<file path="src/rtl/cpu_ctrl_pkg.sv">
// Shared definitions for the sequential CPU control unit:
// opcodes, FSM state encodings and instruction field extractors.
package cpu_ctrl_pkg;

   localparam logic [2:0] OP_ADD   = 3'd0;
   localparam logic [2:0] OP_AND   = 3'd1;
   localparam logic [2:0] OP_NOT   = 3'd2;
   localparam logic [2:0] OP_LOAD  = 3'd3;
   localparam logic [2:0] OP_STORE = 3'd4;
   localparam logic [2:0] OP_JUMP  = 3'd5;
   localparam logic [2:0] OP_JUMPZ = 3'd6;
   localparam logic [2:0] OP_HALT  = 3'd7;

   typedef enum logic [2:0] {
      ST_BOOT  = 3'd0,
      ST_FETCH = 3'd1,
      ST_DEC   = 3'd2,
      ST_EXEC  = 3'd3,
      ST_MEM   = 3'd4,
      ST_WB    = 3'd5,
      ST_HALT  = 3'd6
   } state_t;

   // Generic bit-field extract; widths are runtime ints so the
   // same helpers serve every parametrisation of the control unit.
   function automatic logic [31:0] f_field(
      input logic [31:0] v,
      input int          lsb,
      input int          w
   );
      logic [31:0] mask;
      mask = (w >= 32) ? '1 : ((32'd1 << w) - 32'd1);
      return (v >> lsb) & mask;
   endfunction

   function automatic logic [31:0] f_op(
      input logic [31:0] v,
      input int          iw
   );
      return f_field(v, iw - 3, 3);
   endfunction

   function automatic logic [31:0] f_rd(
      input logic [31:0] v,
      input int          ow,
      input int          rw
   );
      return f_field(v, ow, rw);
   endfunction

   function automatic logic [31:0] f_off(
      input logic [31:0] v,
      input int          ow
   );
      return f_field(v, 0, ow);
   endfunction

   function automatic logic [31:0] f_ra(
      input logic [31:0] v,
      input int          ow,
      input int          rw
   );
      return f_field(v, ow - rw, rw);
   endfunction

   function automatic logic [31:0] f_rb(
      input logic [31:0] v,
      input int          ow,
      input int          rw
   );
      return f_field(v, ow - 2 * rw, rw);
   endfunction

endpackage

</file>
<file path="src/rtl/ctrl_state_reg.sv">
// FSM state register of the control unit.
// Asynchronous active-low reset forces BOOT.
module ctrl_state_reg
   import cpu_ctrl_pkg::*;
(
   input  logic   clk,
   input  logic   reset_n,
   input  state_t state_d,
   output state_t state_q
);

   // state flop; reset aborts whatever the FSM was doing
   always_ff @(posedge clk or negedge reset_n) begin
      if (!reset_n) state_q <= ST_BOOT;
      else          state_q <= state_d;
   end

endmodule

</file>
<file path="src/rtl/seq_control_unit.sv">
// Multi-cycle CPU control unit: fetch/decode/execute/memory/writeback
// sequencing with req/ready memory handshakes and a resumable HALT.
module seq_control_unit
   import cpu_ctrl_pkg::*;
#(
   parameter  int REG_SEL_W = 1,
   parameter  int OFFSET_W  = 4,
   localparam int IW        = 3 + REG_SEL_W + OFFSET_W,
   localparam int NREG      = 2 ** REG_SEL_W
) (
   input  logic                 clk,
   input  logic                 reset_n,
   input  logic [IW-1:0]        instr,
   input  logic                 zf,
   input  logic                 mem_ready,
   input  logic                 resume,
   output logic                 mem_req,
   output logic                 mem_we,
   output logic                 addr_sel,
   output logic [OFFSET_W-1:0]  addr_offset,
   output logic [REG_SEL_W-1:0] mem_sel,
   output logic                 mdr_we,
   output logic                 ir_we,
   output logic                 pc_we,
   output logic                 pc_sel,
   output logic [REG_SEL_W-1:0] pc_jmp_sel,
   output logic [OFFSET_W-1:0]  pc_offset,
   output logic [2:0]           alu_opcode,
   output logic [REG_SEL_W-1:0] alu_sel_a,
   output logic [REG_SEL_W-1:0] alu_sel_b,
   output logic                 alu_we,
   output logic                 zf_we,
   output logic                 reg_wsel,
   output logic [NREG-1:0]      reg_we,
   output logic                 halt,
   output logic [2:0]           state
);

   state_t state_d;
   state_t state_q;

   logic [31:0]          ir_ext;
   logic [2:0]           op;
   logic [REG_SEL_W-1:0] rd;
   logic [REG_SEL_W-1:0] ra;
   logic [REG_SEL_W-1:0] rb;
   logic [OFFSET_W-1:0]  off;

   ctrl_state_reg u_state (
      .clk     (clk),
      .reset_n (reset_n),
      .state_d (state_d),
      .state_q (state_q)
   );

   assign state  = state_q;
   assign ir_ext = 32'(instr);

   // split the IR into opcode, destination, offset and operand selects
   always_comb begin
      op  = 3'(f_op(ir_ext, IW));
      rd  = REG_SEL_W'(f_rd(ir_ext, OFFSET_W, REG_SEL_W));
      off = OFFSET_W'(f_off(ir_ext, OFFSET_W));
      ra  = REG_SEL_W'(f_ra(ir_ext, OFFSET_W, REG_SEL_W));
      rb  = REG_SEL_W'(f_rb(ir_ext, OFFSET_W, REG_SEL_W));
   end

   // next state and datapath controls from state, IR, zf and ready
   always_comb begin
      state_d     = state_q;
      mem_req     = 1'b0;
      mem_we      = 1'b0;
      addr_sel    = 1'b0;
      addr_offset = '0;
      mem_sel     = '0;
      mdr_we      = 1'b0;
      ir_we       = 1'b0;
      pc_we       = 1'b0;
      pc_sel      = 1'b0;
      pc_jmp_sel  = '0;
      pc_offset   = '0;
      alu_opcode  = 3'd0;
      alu_sel_a   = '0;
      alu_sel_b   = '0;
      alu_we      = 1'b0;
      zf_we       = 1'b0;
      reg_wsel    = 1'b0;
      reg_we      = '0;
      halt        = 1'b0;
      case (state_q)
         ST_BOOT: begin
            state_d = ST_FETCH;
         end
         ST_FETCH: begin
            mem_req = 1'b1;
            if (mem_ready) begin
               ir_we   = 1'b1;
               pc_we   = 1'b1;
               state_d = ST_DEC;
            end
         end
         ST_DEC: begin
            case (op)
               OP_LOAD, OP_STORE: state_d = ST_MEM;
               OP_HALT:           state_d = ST_HALT;
               default:           state_d = ST_EXEC;
            endcase
         end
         ST_EXEC: begin
            state_d = ST_FETCH;
            case (op)
               OP_ADD, OP_AND, OP_NOT: begin
                  alu_opcode = op;
                  alu_sel_a  = ra;
                  alu_sel_b  = (op == OP_NOT) ? '0 : rb;
                  alu_we     = 1'b1;
                  zf_we      = 1'b1;
                  state_d    = ST_WB;
               end
               OP_JUMP, OP_JUMPZ: begin
                  pc_jmp_sel = rd;
                  pc_offset  = off;
                  if (op == OP_JUMP || zf) begin
                     pc_sel = 1'b1;
                     pc_we  = 1'b1;
                  end
               end
               default: ;
            endcase
         end
         ST_MEM: begin
            // address and offset stay put for the whole wait
            mem_req     = 1'b1;
            addr_sel    = 1'b1;
            addr_offset = off;
            case (op)
               OP_LOAD: begin
                  mdr_we = mem_ready;
                  if (mem_ready) state_d = ST_WB;
               end
               OP_STORE: begin
                  mem_we  = 1'b1;
                  mem_sel = rd;
                  if (mem_ready) state_d = ST_FETCH;
               end
               default: begin
                  mem_req     = 1'b0;
                  addr_sel    = 1'b0;
                  addr_offset = '0;
                  state_d     = ST_FETCH;
               end
            endcase
         end
         ST_WB: begin
            state_d = ST_FETCH;
            case (op)
               OP_ADD, OP_AND, OP_NOT: begin
                  reg_wsel   = 1'b1;
                  reg_we[rd] = 1'b1;
               end
               OP_LOAD: begin
                  reg_we[rd] = 1'b1;
               end
               default: ;
            endcase
         end
         ST_HALT: begin
            halt = 1'b1;
            if (resume) state_d = ST_FETCH;
         end
         default: begin
            state_d = ST_BOOT;
         end
      endcase
   end

endmodule
</file>
<file path="config.mk">
export PLATFORM = sky130hd
export DESIGN_NAME = seq_control_unit
export DESIGN_NICKNAME = d
export VERILOG_FILES = /design/src/rtl/cpu_ctrl_pkg.sv /design/src/rtl/ctrl_state_reg.sv /design/src/rtl/seq_control_unit.sv
export SDC_FILE = /design/constraint.sdc
export NUM_CORES = 1
export LEC_CHECK = 0
export BUFFER_PORTS_ARGS = -buffer_cell sky130_fd_sc_hd__buf_2
export CORE_MARGIN = 4
export CORE_UTILIZATION = 35
export DETAILED_ROUTE_END_ITERATION = 16
export PLACE_DENSITY = 0.72
export REMOVE_ABC_BUFFERS = 1
export SYNTH_ARGS = -nofsm -noshare
export SYNTH_HDL_FRONTEND = slang
export SYNTH_SLANG_ARGS = --single-unit
</file>
<file path="constraint.sdc">
create_clock -name clk -period 1.4 [get_ports clk]
set_input_delay 0.07 -clock clk [delete_from_list [all_inputs] [get_ports clk]]
set_output_delay 0.07 -clock clk [all_outputs]
set_load 0.01 [all_outputs]
</file>
==> results of run 1 <==
kinds of logic (layout without fill, tap and decap cells):
logic type	Yosys count	count (layout)	synth area share
compound gates	16	16	0.243
buf+inv	13	74	0.146
simple gates	40	40	0.453
xor+xnor	1	1	0.0158
flops	3	3	0.135
other cells	1	1	0.00675
metrics by stage:
step                worst slack [ns]   util
floorplan                     -0.178      -
global placement              0.0368  0.550
detailed placement          -0.00438  0.550
CTS                           -0.139  0.649
global route                  -0.205  0.671
finish                        -0.132  0.671
final cells by class:
| cell class | count | share of cell area |
|---|---|---|
| multi-input cells | 58 | 0.474 |
| repair buffers | 65 | 0.385 |
| flip-flops and latches | 3 | 0.0767 |
| clock buffers | 4 | 0.0260 |
| well taps | 16 | 0.0198 |
| inverters | 5 | 0.0186 |
power by group:
part           switching, W  leakage, nW  internal [W]
Sequential        0.0000512       0.0351      0.000128
Clock             0.0000470       0.0150      0.000107
Combinational      0.000451        0.490      0.000499
layer usage:
layer | track usage | share of wire | vias to the layer above
met5 | 0 | 0 | -
met4 | 0.0753 | 0.0045 | 0
met3 | 0.0338 | 0.13 | 2
met2 | 0.322 | 0.48 | 40
met1 | 0.186 | 0.39 | 345
li1 | - | - | 380
worst max-delay path by stage:
| stage | from | end | slack, ns | depth (start not counted) |
|---|---|---|---|---|
| final | u_state.state_q[1] | pc_we | -0.13 | 4 |
| after global routing | u_state.state_q[1] | addr_offset[0] | -0.21 | 5 |
| after CTS | u_state.state_q[1] | addr_offset[1] | -0.14 | 5 |
| after detailed placement | u_state.state_q[1] | addr_offset[1] | -0.004 | 5 |
| after global placement | u_state.state_q[1] | reg_wsel | 0.04 | 4 |
| after floorplan | u_state.state_q[0] | alu_sel_b | -0.18 | 3 |
synthesized netlist by cell type, drive strengths merged:
cell type   n
or3b        4
o41ai       2
a31oi       2
nor4b       2
nor2        6
inv         5
a211o       1
or3         1
conb        1
nand2       3
dfrtp       3
buf         8
nand2b      4
o211a       1
xnor2       1
o21ai       1
or2b        1
nand3       1
a21oi       4
nand4bb     1
nor4        2
a2111o      1
a211oi      3
nor3        2
and2       10
nor2b       2
nand3b      1
o21ba       1
repair_timing:
action,CTS,global route
hold buffers,1,0
hold endpoints to repair,3,0
setup buffers,7,1
resized for setup,14,3
endpoints found under the setup margin,23,25
pin swaps,10,3
==> impl_metrics.ini, run 1 <==
[status]
status = finished with violations
violations = negative setup slack

[setup_path]
worstSetupPathType = register to output port
reg2reg_to = u_state.state_q[0]
critical_path.top_delay_family = simple AND/OR/NAND/NOR gates
path_buf_inv = 2
worstPathRequired_ns = 1.33
crit-reg2reg-launch = u_state.state_q[2]
r2r_cells = 5
arrival_ns = 1.46
endpoint_kind = output port
path_cells = buf_4 -> or3_4 -> o41ai_1 -> buf_2
r2r_slack_ns = -0.07
worstSetupStartpointType = register
cp_max_fo = 8
cpPeakStageDelay_ns = 0.40
slowest_stage = or3_4

[logic_synthesis]
ys_types = 34
synth_cells = 74
synth.top_cell.area_share = 0.135
yosysSeqAreaShare = 0.135
synthTopCellsByArea = dfrtp_1, and2_1, buf_4
yosysWarnings = 0
synth_area_um2 = 556
synth-seq-cells = 3
yosys.area.top_type = dfrtp_1
postSynthAreaPerCell_um2 = 7.51

[timing]
rsz0062_at_grt = true
fin_setup_tns_ns = -1.52
timing.final.crit_share = 1.09
hold_viol_final = 0
setup_ws_ns = -0.132
skew_ns = 0.00581
setup_violations = 24
slew_violations = 0
finalCriticalPeriod_ns = 1.53
clock.fmax_mhz = 653
worst_hold_slack_ns = 0.158

[placement]
placed_cells = 138
place.gp.congestion = 0.829
dpl_cell_area_um2 = 828
hpwl_um = 1470
io_buffers = 42

[routing]
drc_errors = 0
drtAntennaViolNets = 0
route.vias.total = 767
avgViaCountPerCell = 5.08
wl_um = 2020
initialDrtViolationCount = 9
wl_per_cell_um = 13.4
dr.pass1.iters = 4

[cts]
worstSkewPairLatency_ns = 0.24
cts_inserted_buffers = 3
cts.path.max_buffers = 2
path_clk_slew_ns = 0.04
clock-sinks = 3
cts-htree-levels = 1
cts_tree = yes
cts_root_buf = clkbuf_4

[floorplanning]
fp.dieW_um = 47.8
dieHeight_um = 47.8
core_um2 = 1510
io_pins = 44
initial_core_util = 0.369
die-area_um2 = 2290
num_rows = 14

[global_route]
grt_pass1_vias = 662
track_usage = 0.173
grt_first_pass_wirelength_um = 2830
grt_max_degree = 9
overflow = 0
antenna_found_initial = 0

[cells_and_area]
regArea_um2 = 77.6
diodes = 0
layout-drive-gt1-share = 0.659
fill_cells = 135
final_cells = 151
fin_area_um2 = 1010
final_nets = 149
regMostFlops = u_state.state_q
largestRegisters = u_state.state_q (3)
largest_reg_flops = 3
multi_input_area_um2 = 479
layout_commonest_cell = buf_2
final_cell_mix = buf_2, buf_4, and2_1
syn_to_final_growth_pct = 82.0

[power]
irDropWorstVdd_uv = 902
p_per_area_nw_per_um2 = 1270
p_total_w = 0.00128
p_leak_nw = 0.540

[flow_run]
cap_violations = 0

[min_path]
hold_path_class = input port to async pin
Note: power is estimated with default switching activity, not from simulation.
==> run 2: changes to the inputs <==
Settings changed: SKIP_CTS_REPAIR_TIMING from default to 1.
==> run 2 against run 1 <==
  * Sequential power up 4%
  * The flow still finishes with violations (negative setup slack)
  * Via count down 3.9%
  * Combinational power down 18%
  * Critical endpoint unchanged
==> impl_metrics.ini, run 2 (synthesis gave the netlist of run 1 again) <==
[routing]
wl_um = 1940
initialDrtViolationCount = 5
drc_errors = 0
dr.pass1.iters = 4
drtAntennaViolNets = 0
wl_per_cell_um = 13.3
avgViaCountPerCell = 5.05
route.vias.total = 737

[setup_path]
arrival_ns = 1.52
worstSetupStartpointType = register
cpPeakStageDelay_ns = 0.45
path_cells = nand2b_1 -> or3_4 -> o41ai_1 -> buf_2
path_buf_inv = 1
endpoint_kind = output port
worstPathRequired_ns = 1.33
slowest_stage = dfrtp_2
critical_path.top_delay_family = simple AND/OR/NAND/NOR gates
cp_max_fo = 6
worstSetupPathType = register to output port

[cts]
path_clk_slew_ns = 0.04
cts-htree-levels = 1
cts_inserted_buffers = 3
cts.path.max_buffers = 2
cts_tree = yes
cts_root_buf = clkbuf_4
worstSkewPairLatency_ns = 0.24
clock-sinks = 3

[power]
power_frac_comb = 0.696
swShare = 0.440
p_seq_frac = 0.166
p_int_w = 0.000628
p_clk_frac = 0.138
p_sw_w = 0.000494
p_per_area_nw_per_um2 = 1190
p_leak_nw = 0.517
irDropWorstVdd_uv = 924

[cells_and_area]
diodes = 0
largest_reg_flops = 3
layout-drive-gt1-share = 0.615
largestRegisters = u_state.state_q (3)
fin_util = 0.626
regMostFlops = u_state.state_q
final_cells = 146
layout_commonest_cell = buf_2
final_cell_mix = buf_2, buf_4, and2_1
syn_to_final_growth_pct = 69.8
final_nets = 144

[flow_run]
cap_violations = 0

[floorplanning]
fp.dieW_um = 47.8
die-area_um2 = 2290
num_rows = 14
io_pins = 44
core_um2 = 1510
dieHeight_um = 47.8
initial_core_util = 0.369

[timing]
timing.final.crit_share = 1.14
slew_violations = 0
fin_setup_tns_ns = -1.89
clock.fmax_mhz = 628
worst_hold_slack_ns = 0.156
hold_viol_final = 0
finalCriticalPeriod_ns = 1.59
setup_ws_ns = -0.191
setup_violations = 23
rsz0062_at_grt = true
skew_ns = 0.00520

[placement]
place_ws_ns = -0.00438
place.gp.congestion = 0.829
placed_cells = 138
io_buffers = 42
hpwl_um = 1470

[global_route]
grt.met1_usage = 0.175
track_usage = 0.150
overflow = 0
grt_pass1_vias = 589
grt_max_degree = 10
grtUsageMet2 = 0.264
grt.met3_usage = 0.0263
antenna_found_initial = 0
grt_first_pass_wirelength_um = 2460
gr-max-usage-layer = met2

[min_path]
hold_path_class = input port to async pin

[status]
violations = negative setup slack
status = finished with violations
-- run 2: cell types whose count changed in the layout (fill, tap and decap cells not counted), sizes merged --
| cell | previous run | this run |
|---|---|---|
| buf | 64 | 59 |
-- run 2: worst paths after layout --
kind	to	start	slack, ns	cells past startpoint
worst max register to register	u_state.state_q[2]	u_state.state_q[2]	-0.06	4
worst max-delay path	pc_we	u_state.state_q[2]	-0.19	4
worst min-delay path	u_state.state_q[2]	reset_n	0.16	2
worst min register to register	u_state.state_q[0]	u_state.state_q[0]	0.72	2
min in group clk	u_state.state_q[0]	resume	0.16	3
max in group asynchronous	u_state.state_q[0]	reset_n	1.12	2
-- run 2: area by class of cell --
cell class              count  area [µm²]
fillers                   149         563
multi-input cells          58         449
repair buffers             60         352
flip-flops and latches      3        77.6
clock buffers               4        26.3
well taps                  16        20.0
inverters                   5        18.8
-- run 2: power by group through the flow --
stage | Sequential (W) | Clock [W] | Combinational (W)
after floorplan | 0.000224 | 0 | 0.000293
after global placement | 0.000176 | 0 | 0.000656
after detailed placement | 0.000181 | 0 | 0.000662
after CTS | 0.000180 | 0.000164 | 0.000665
after global routing | 0.000193 | 0.000168 | 0.000837
final | 0.000186 | 0.000154 | 0.000781
-- run 2: layer usage --
metal / vias to the layer above / wire (µm)
met5: - / 0
met4: 0 / 0
met3: 0 / 259
met2: 38 / 898
met1: 330 / 776
li1: 369 / -
-- run 2: through the flow --
| stage | power, W | area (µm²) |
|---|---|---|
| 6_report | 0.00112 | 943 |
| 5_1_grt | 0.00120 | 943 |
| 4_1_cts | 0.00101 | 855 |
| 3_5_place_dp | 0.000843 | 828 |
| 3_3_place_gp | 0.000832 | 828 |
| 2_1_floorplan | 0.000517 | 493 |
